$ cat config.mk
export PLATFORM = sky130hd
export DESIGN_NAME = push_button
export DESIGN_NICKNAME = d
export VERILOG_FILES = /design/src/rtl/push_button.sv
export SDC_FILE = /design/constraint.sdc
export NUM_CORES = 1
export LEC_CHECK = 0
export ABC_AREA = 1
export CORE_MARGIN = 2
export CORE_UTILIZATION = 45
export DETAILED_ROUTE_END_ITERATION = 16
export GPL_ROUTABILITY_DRIVEN = 0
export GPL_TIMING_DRIVEN = 0
export PLACE_DENSITY_LB_ADDON = 0.25
export SETUP_SLACK_MARGIN = 0.4
export SLEW_MARGIN = 20
export SYNTH_ARGS = -nofsm -noshare
export SYNTH_HDL_FRONTEND = slang
export SYNTH_SLANG_ARGS = --single-unit
$ cat constraint.sdc
create_clock -name clk -period 1.8 [get_ports clk]
set_clock_uncertainty 0.1 [all_clocks]
set_input_delay 0.36 -clock clk [delete_from_list [all_inputs] [get_ports clk]]
set_output_delay 0.36 -clock clk [all_outputs]
set_load 0.05 [all_outputs]
$ cat src/rtl/push_button.sv
// Push-button conditioner: 2-flop sync, tick divider, shift debouncer,
// Moore edge detector emitting one clk-wide pulse per clean press.
module push_button #(
   parameter int DIV    = 250000,
   parameter int DB_LEN = 3
) (
   input  logic clk,
   input  logic rst,
   input  logic x,
   output logic z
);

   localparam int CW = $clog2(DIV) + 1;
   localparam logic [CW-1:0] CNT_MAX = CW'(DIV - 1);

   typedef enum logic [1:0] {
      ZERO,
      EDGE,
      ONE
   } state_t;

   logic              x_s1;
   logic              x_s;
   logic [CW-1:0]     cnt;
   logic [CW-1:0]     cnt_d;
   logic              clkout;
   logic              clkout_d;
   logic              wrap;
   logic              tick;
   logic [DB_LEN-1:0] sh;
   logic [DB_LEN-1:0] sh_d;
   logic              db_level;
   logic              db_d;
   state_t            state;
   state_t            state_d;

   // tick marks the cycle just before clkout rises
   always_comb begin
      wrap     = (cnt == CNT_MAX);
      cnt_d    = wrap ? '0 : cnt + CW'(1);
      clkout_d = wrap ? ~clkout : clkout;
      tick     = wrap & ~clkout;
   end

   always_comb begin
      sh_d = sh;
      db_d = db_level;
      if (tick) begin
         sh_d = {sh[DB_LEN-2:0], x_s};
         if (&sh_d) begin
            db_d = 1'b1;
         end else if (~|sh_d) begin
            db_d = 1'b0;
         end
      end
   end

   always_comb begin
      state_d = state;
      unique case (state)
         ZERO: if (db_level) state_d = EDGE;
         EDGE: state_d = db_level ? ONE : ZERO;
         ONE:  if (!db_level) state_d = ZERO;
         default: state_d = ZERO;
      endcase
   end

   assign z = (state == EDGE);

   always_ff @(posedge clk) begin
      if (rst) begin
         x_s1     <= 1'b0;
         x_s      <= 1'b0;
         cnt      <= '0;
         clkout   <= 1'b0;
         sh       <= '0;
         db_level <= 1'b0;
         state    <= ZERO;
      end else begin
         x_s1     <= x;
         x_s      <= x_s1;
         cnt      <= cnt_d;
         clkout   <= clkout_d;
         sh       <= sh_d;
         db_level <= db_d;
         state    <= state_d;
      end
   end

endmodule

==> impl_metrics.env, run 1 <==
export IMPL_outcome="complete, no violations"
export IMPL_end_kind="flip-flop"
export IMPL_core_area_um2=2810
export IMPL_drive_above_1_share_pct=32.2
export IMPL_drt_vias_per_instance=5.18
export IMPL_synth_nets=202
export IMPL_cp_data_required_time_ps=1980
export IMPL_syn_area_um2=1360
export IMPL_min_period_ps=1430
export IMPL_ir_drop_mv=0.433
export IMPL_drc_errors=0
export IMPL_setup_slack_ps=370
export IMPL_wl_met2_um=1490
export IMPL_pre_cts_ws_ps=94.6
export IMPL_clockBufferDepth=2
export IMPL_cts_clk_slew_worst_paths_ps=140
export IMPL_final_nets=219
export IMPL_yosysWarnings=0
export IMPL_power_density_nw_per_um2=554
export IMPL_hold_buffers=0
export IMPL_route_vias_total=1269
export IMPL_placed_cell_area_um2=1450
export IMPL_ys_ff_latch=27
export IMPL_ios=4
export IMPL_cts_sinks=27
export IMPL_highest_layer="met4"
export IMPL_grt_pass1_wl_um=4640
export IMPL_p_leak_nw=0.597
export IMPL_synthFlopType="dfxtp_1"
export IMPL_worst_pin_slew_ps=314
export IMPL_stdcell_count=245
export IMPL_post_drt_wl_per_cell_um=12.2
export IMPL_drtIter0Drc=65
export IMPL_synthTopCellsByArea="dfxtp_1 40%, nand2_1 14%, nor2_1 11%"
export IMPL_yosysSeqAreaShare_pct=39.8
export IMPL_first_global_vias=1074
export IMPL_initial_utilization_pct=48.4
export IMPL_n_fill_cell=264
export IMPL_numCtsBuffers=3
export IMPL_maxSlewHeadroom_pct=79.1
export IMPL_synthCells=198
export IMPL_ant_nets=0
export IMPL_port_buffers=3
export IMPL_drt_first_pass_iters=4
export IMPL_crit_type="reg2reg"
export IMPL_globalRouteOverflowTotal=0
export IMPL_crit_arrival_ps=1610
export IMPL_design_area_um2=1700
export IMPL_wl_met1_um=1330
export IMPL_grt_total_usage_pct=17.2
export IMPL_hold_viol_final=0
export IMPL_hp_class="reg2reg"
export IMPL_rows=19
export IMPL_path_max_fanout=4
export IMPL_wl_met3_um=148
export IMPL_rsz0062_at_grt="yes"
export IMPL_fin_crit_sh_pct=79.5
export IMPL_cts_tree="yes"
export IMPL_area_delta_synth_final_pct=25.3
export IMPL_ys_async_sr_fraction_pct=0
export IMPL_synth_largest_area_cell="dfxtp_1"
export IMPL_cap_violations=0
export IMPL_htree_levels=1
export IMPL_antenna_found_initial=0
export IMPL_die_h_um=58.9
export IMPL_wl_um=3000
export IMPL_insertion_delay_ps=330
export IMPL_place_inst=232
export IMPL_dieArea_um2=3470
export IMPL_fmaxAchievable_mhz=699
export IMPL_finalSetupViolations=0
export IMPL_die_w_um=58.9
export IMPL_cts_root_buffer="clkbuf_4"
export IMPL_fin_util_pct=60.6
export IMPL_ys_types=22
export IMPL_start_kind="flip-flop"
export IMPL_syn_area_per_cell_um2=6.86
export IMPL_grt_max_degree=15
export IMPL_synth_edf_count=0
export IMPL_report_final_slew_viol_count=0
export IMPL_place_detailed_hpwl_um=2030
export IMPL_yosysTopAreaCellShare_pct=39.8
export IMPL_fin_tns_setup_ps=0
export IMPL_num_antenna_cells=0
[worst max-delay path, stage by stage (launching register included)]
cell	delay (ps)
dfxtp_4	390
ha_4	140
nand3_4	100
nor2_4	150
buf_4	120
nand4_1	150
nand2_1	100
inv_1	40
nor2_1	90
[cell type report]
| class | count | area (um^2) | share of cell area [%] |
|---|---|---|---|
| Timing Repair Buffer | 12 | 128 | 7.51 |
| Clock buffer | 4 | 26.3 | 1.55 |
| Buffer | 1 | 15.0 | 0.883 |
| Inverter | 24 | 90.1 | 5.30 |
| Multi-Input combinational cell | 146 | 827 | 48.6 |
| Tap cell | 31 | 38.8 | 2.28 |
| Sequential cell | 27 | 576 | 33.8 |
[path summary, 6_finish.rpt]
path | startpoint | end | slack [ps] | depth (start not counted)
worst max-delay path | cnt[0] | sh[1] | 370 | 8
worst min-delay path | x_s1 | x_s | 310 | 2
worst max register to register | cnt[0] | sh[1] | 370 | 8
worst min register to register | x_s1 | x_s | 310 | 2
[cell usage in the layout, fill, tap and decap left out]
cell / count
nor3_1: 2
nand3_1: 10
clkbuf_4: 3
nand3b_1: 2
nand2_1: 49
nor2_2: 16
xor2_1: 2
clkbuf_1: 1
clkdlybuf4s50_1: 2
nand2_2: 2
nor2_4: 5
a21oi_1: 5
xnor2_1: 4
dfxtp_4: 5
buf_6: 4
buf_8: 1
o21ai_1: 1
nand3_4: 3
inv_2: 2
or2_0: 2
a21oi_2: 6
dfxtp_1: 9
nor3_2: 1
nor2_1: 27
o21ai_0: 1
nand2_8: 1
clkbuf_16: 1
buf_4: 5
dfxtp_2: 13
inv_1: 22
ha_4: 1
nand4_1: 6
[Yosys cell counts, types with 2 or more instances]
cell      number
nor3_1         3
xnor2_1        4
dfxtp_1       27
nand3_1       10
o21ai_0        2
a21oi_1       11
nor2_4         2
nand2_2        2
nor2_2         6
or2_0          2
nand3b_1       2
nand2_1       49
inv_1         23
nand4_1        6
xor2_1         2
nand3_2        2
nor2_1        40
[state kept, by name, summed over array words and instances (netlist names)]
register	flops
x_s	1
x_s1	1
db_level	1
sh	2
cnt	19
clkout	1
state	2
[stage by stage]
stage | hold slack [ps] | total power [mW]
floorplan | 288 | 0.649
global placement | 295 | 0.661
detailed placement | 296 | 0.664
CTS | 316 | 0.933
global route | 335 | 0.981
finish | 314 | 0.942
[cells by family after synthesis]
family	count (synthesis)	share of synthesized area, %
xor+xnor	6	3.87
compound gates	13	4.79
buf+inv	25	7.46
fa+ha+maj	1	0.922
simple gates	126	43.1
flops	27	39.8
[what timing repair did]
item,in CTS,in global routing
setup endpoints to repair,23,24
buffers inserted,7,1
pin swaps,3,3
cloned,0,1
gates resized for setup,17,42
[where the power goes]
part | internal [mW] | total, mW | switching, mW
clock | 0.0872 | 0.268 | 0.181
combinational | 0.0332 | 0.0659 | 0.0328
sequential | 0.600 | 0.608 | 0.00777
[metal layers]
metal / vias up / track usage (%)
met5: - / 0
li1: 649 / -
met4: 0 / 2.92
met3: 5 / 3.96
met1: 579 / 22.7
met2: 36 / 29.0
Note: power is estimated with default switching activity, not from simulation.
==> run 2, diff against run 1 <==
clock period = 1.16 ns   (was 1.8 ns; I/O delays follow)
==> run 2 against run 1 <==
  * The run now ends with setup timing left
  * Power grew 53%
  * Combinational power grew 43%
  * Non-clock buffer count grew 1
  * Cell area grew 2.0%
  * Global-route usage increased by 2.4 points
  * Via count fell by 0.63%
  * Cell count rose by 0.41%
  * Die area did not move
  * Wire length increased by 1.6%
  * Register-to-register slack got worse by 620 ps
  * First-iteration DRC count is 48% lower
==> impl_metrics.env, run 2 (synthesized netlist as in run 1, its figures left out) <==
export IMPL_maxSlewHeadroom_pct=84.7
export IMPL_grt_max_degree=15
export IMPL_port_buffers=3
export IMPL_report_final_slew_viol_count=0
export IMPL_hold_viol_final=0
export IMPL_cts_root_buffer="clkbuf_4"
export IMPL_final_common_cell="nand2_1"
export IMPL_num_antenna_cells=0
export IMPL_path_cells="nor2_1 > nand2_1 > nor2_2 > nand3_4 > nand2_4 > buf_6 > nor2_1"
export IMPL_cts_sinks=27
export IMPL_path_common_cell="nor2_1"
export IMPL_placed_cell_area_um2=1470
export IMPL_min_period_ps=1410
export IMPL_grt_pass1_wl_um=5260
export IMPL_pre_cts_ws_ps=-489
export IMPL_core_area_um2=2810
export IMPL_outcome="finished with violations"
export IMPL_numCtsBuffers=3
export IMPL_drt_vias_per_instance=5.13
export IMPL_globalRouteOverflowTotal=0
export IMPL_fmaxAchievable_mhz=707
export IMPL_setup_slack_ps=-255
export IMPL_area_delta_synth_final_pct=27.7
export IMPL_first_global_vias=1245
export IMPL_path_max_fanout=5
export IMPL_drtIter0Drc=34
export IMPL_crit_type="reg2reg"
export IMPL_place_detailed_hpwl_um=2060
export IMPL_crit_arrival_ps=1540
export IMPL_worst_pin_slew_ps=227
export IMPL_fin_tns_setup_ps=-5340
export IMPL_start_kind="flip-flop"
export IMPL_critPathMaxStageDelay_ps=390
export IMPL_rsz0062_at_grt="yes"
export IMPL_p_leak_nw=0.595
export IMPL_design_area_um2=1730
export IMPL_finalSetupViolations=24
export IMPL_final_cell_mix="48 x nand2_1, 23 x nor2_1, 20 x inv_1"
export IMPL_initial_utilization_pct=48.4
export IMPL_fin_crit_sh_pct=122
export IMPL_ant_nets=0
export IMPL_hp_class="in2reg"
export IMPL_power_density_nw_per_um2=829
export IMPL_slowest_stage="dfxtp_4"
export IMPL_grt_total_usage_pct=19.6
export IMPL_pwr_share_seq_pct=65.6
export IMPL_largest_register_ffs=19
export IMPL_cts_clk_slew_worst_paths_ps=130
export IMPL_top_regs="cnt (19), sh (2), state (2)"
export IMPL_insertion_delay_ps=320
export IMPL_drt_first_pass_iters=4
export IMPL_top_register="cnt"
export IMPL_cap_violations=0
export IMPL_hold_buffers=0
export IMPL_combPwrFrac_pct=6.5
export IMPL_end_kind="flip-flop"
export IMPL_violations="setup timing"
export IMPL_post_drt_wl_per_cell_um=12.4
export IMPL_cp_data_required_time_ps=1290
export IMPL_antenna_found_initial=0
export IMPL_die_w_um=58.9
export IMPL_p_int_mw=1.11
export IMPL_drive_above_1_share_pct=37.2
export IMPL_switching_power_mw=0.327
export IMPL_cts_tree="yes"
export IMPL_clkPwrFrac_pct=27.8
export IMPL_die_h_um=58.9
export IMPL_route_vias_total=1261
export IMPL_clockBufferDepth=2
export IMPL_dieArea_um2=3470
export IMPL_ios=4
export IMPL_final_nets=220
export IMPL_drc_errors=0
export IMPL_r2r_setup_slack_ps=-250
export IMPL_ir_drop_mv=0.523
export IMPL_wl_um=3050
export IMPL_switching_share_pct=22.8
export IMPL_htree_levels=1
export IMPL_rows=19
run 2: changes by cell type in the layout (fill, tap and decap cells not counted), sizes merged:
cell,before,now
clkdlybuf4s50,2,1
clkdlybuf4s15,0,1
clkbuf,5,4
inv,24,23
buf,10,12
clkinvlp,0,1
run 2: repair_timing:
item,CTS,global route
setup buffers,8,1
cloned,1,0
hold endpoints to repair,0,0
pin swaps,12,5
resized for setup,48,19
setup endpoints to repair,28,26
run 2: path summary, 6_finish.rpt:
path | start | cells after the start | endpoint
hold reg to reg | x_s1 | 2 | x_s
hold / removal | rst | 2 | x_s1
setup / recovery | cnt[8] | 7 | cnt[9]
setup reg to reg | cnt[8] | 7 | cnt[9]
run 2: worst max-delay path, delay by kind of cell, from the launching register on:
kind,cells,cell delay [ps]
AND/OR/NAND/NOR,6,680
flip-flops,1,390
buffers and inverters,1,140
run 2: layout make-up:
cell class                 count  area (um^2)
inverter                      24         93.8
timing repair buffer          13          131
fill                         246         1070
sequential                    27          576
tap                           31         38.8
multi-input combinational    146          853
buffer                         1         15.0
clock buffer                   4         26.3
run 2: per-layer routing:
layer | up-vias | GRT usage, % | routed length, um
li1 | 652 | - | -
met4 | 0 | 7.47 | 58
met1 | 582 | 26.0 | 1440
met5 | - | 0 | 0
met3 | 7 | 2.20 | 66
met2 | 20 | 32.7 | 1480
run 2: power by group through the flow:
| stage | sequential [mW] | clock, mW | combinational, mW |
|---|---|---|---|
| global placement | 0.975 | 0 | 0.0535 |
| CTS | 0.948 | 0.424 | 0.0876 |
| floorplan | 0.973 | 0 | 0.0370 |
| finish | 0.943 | 0.400 | 0.0941 |
| global route | 0.945 | 0.460 | 0.104 |
| detailed placement | 0.976 | 0 | 0.0556 |
run 2: metrics by stage:
stage,hold slack [ps],utilization (%),power (mW),std cells
final,143,61.8,1.44,246
after global routing,153,61.8,1.51,246
after CTS,138,59.5,1.46,245
after detailed placement,299,52.4,1.03,232
after global placement,294,52.4,1.03,232
after floorplan,201,-,1.01,198
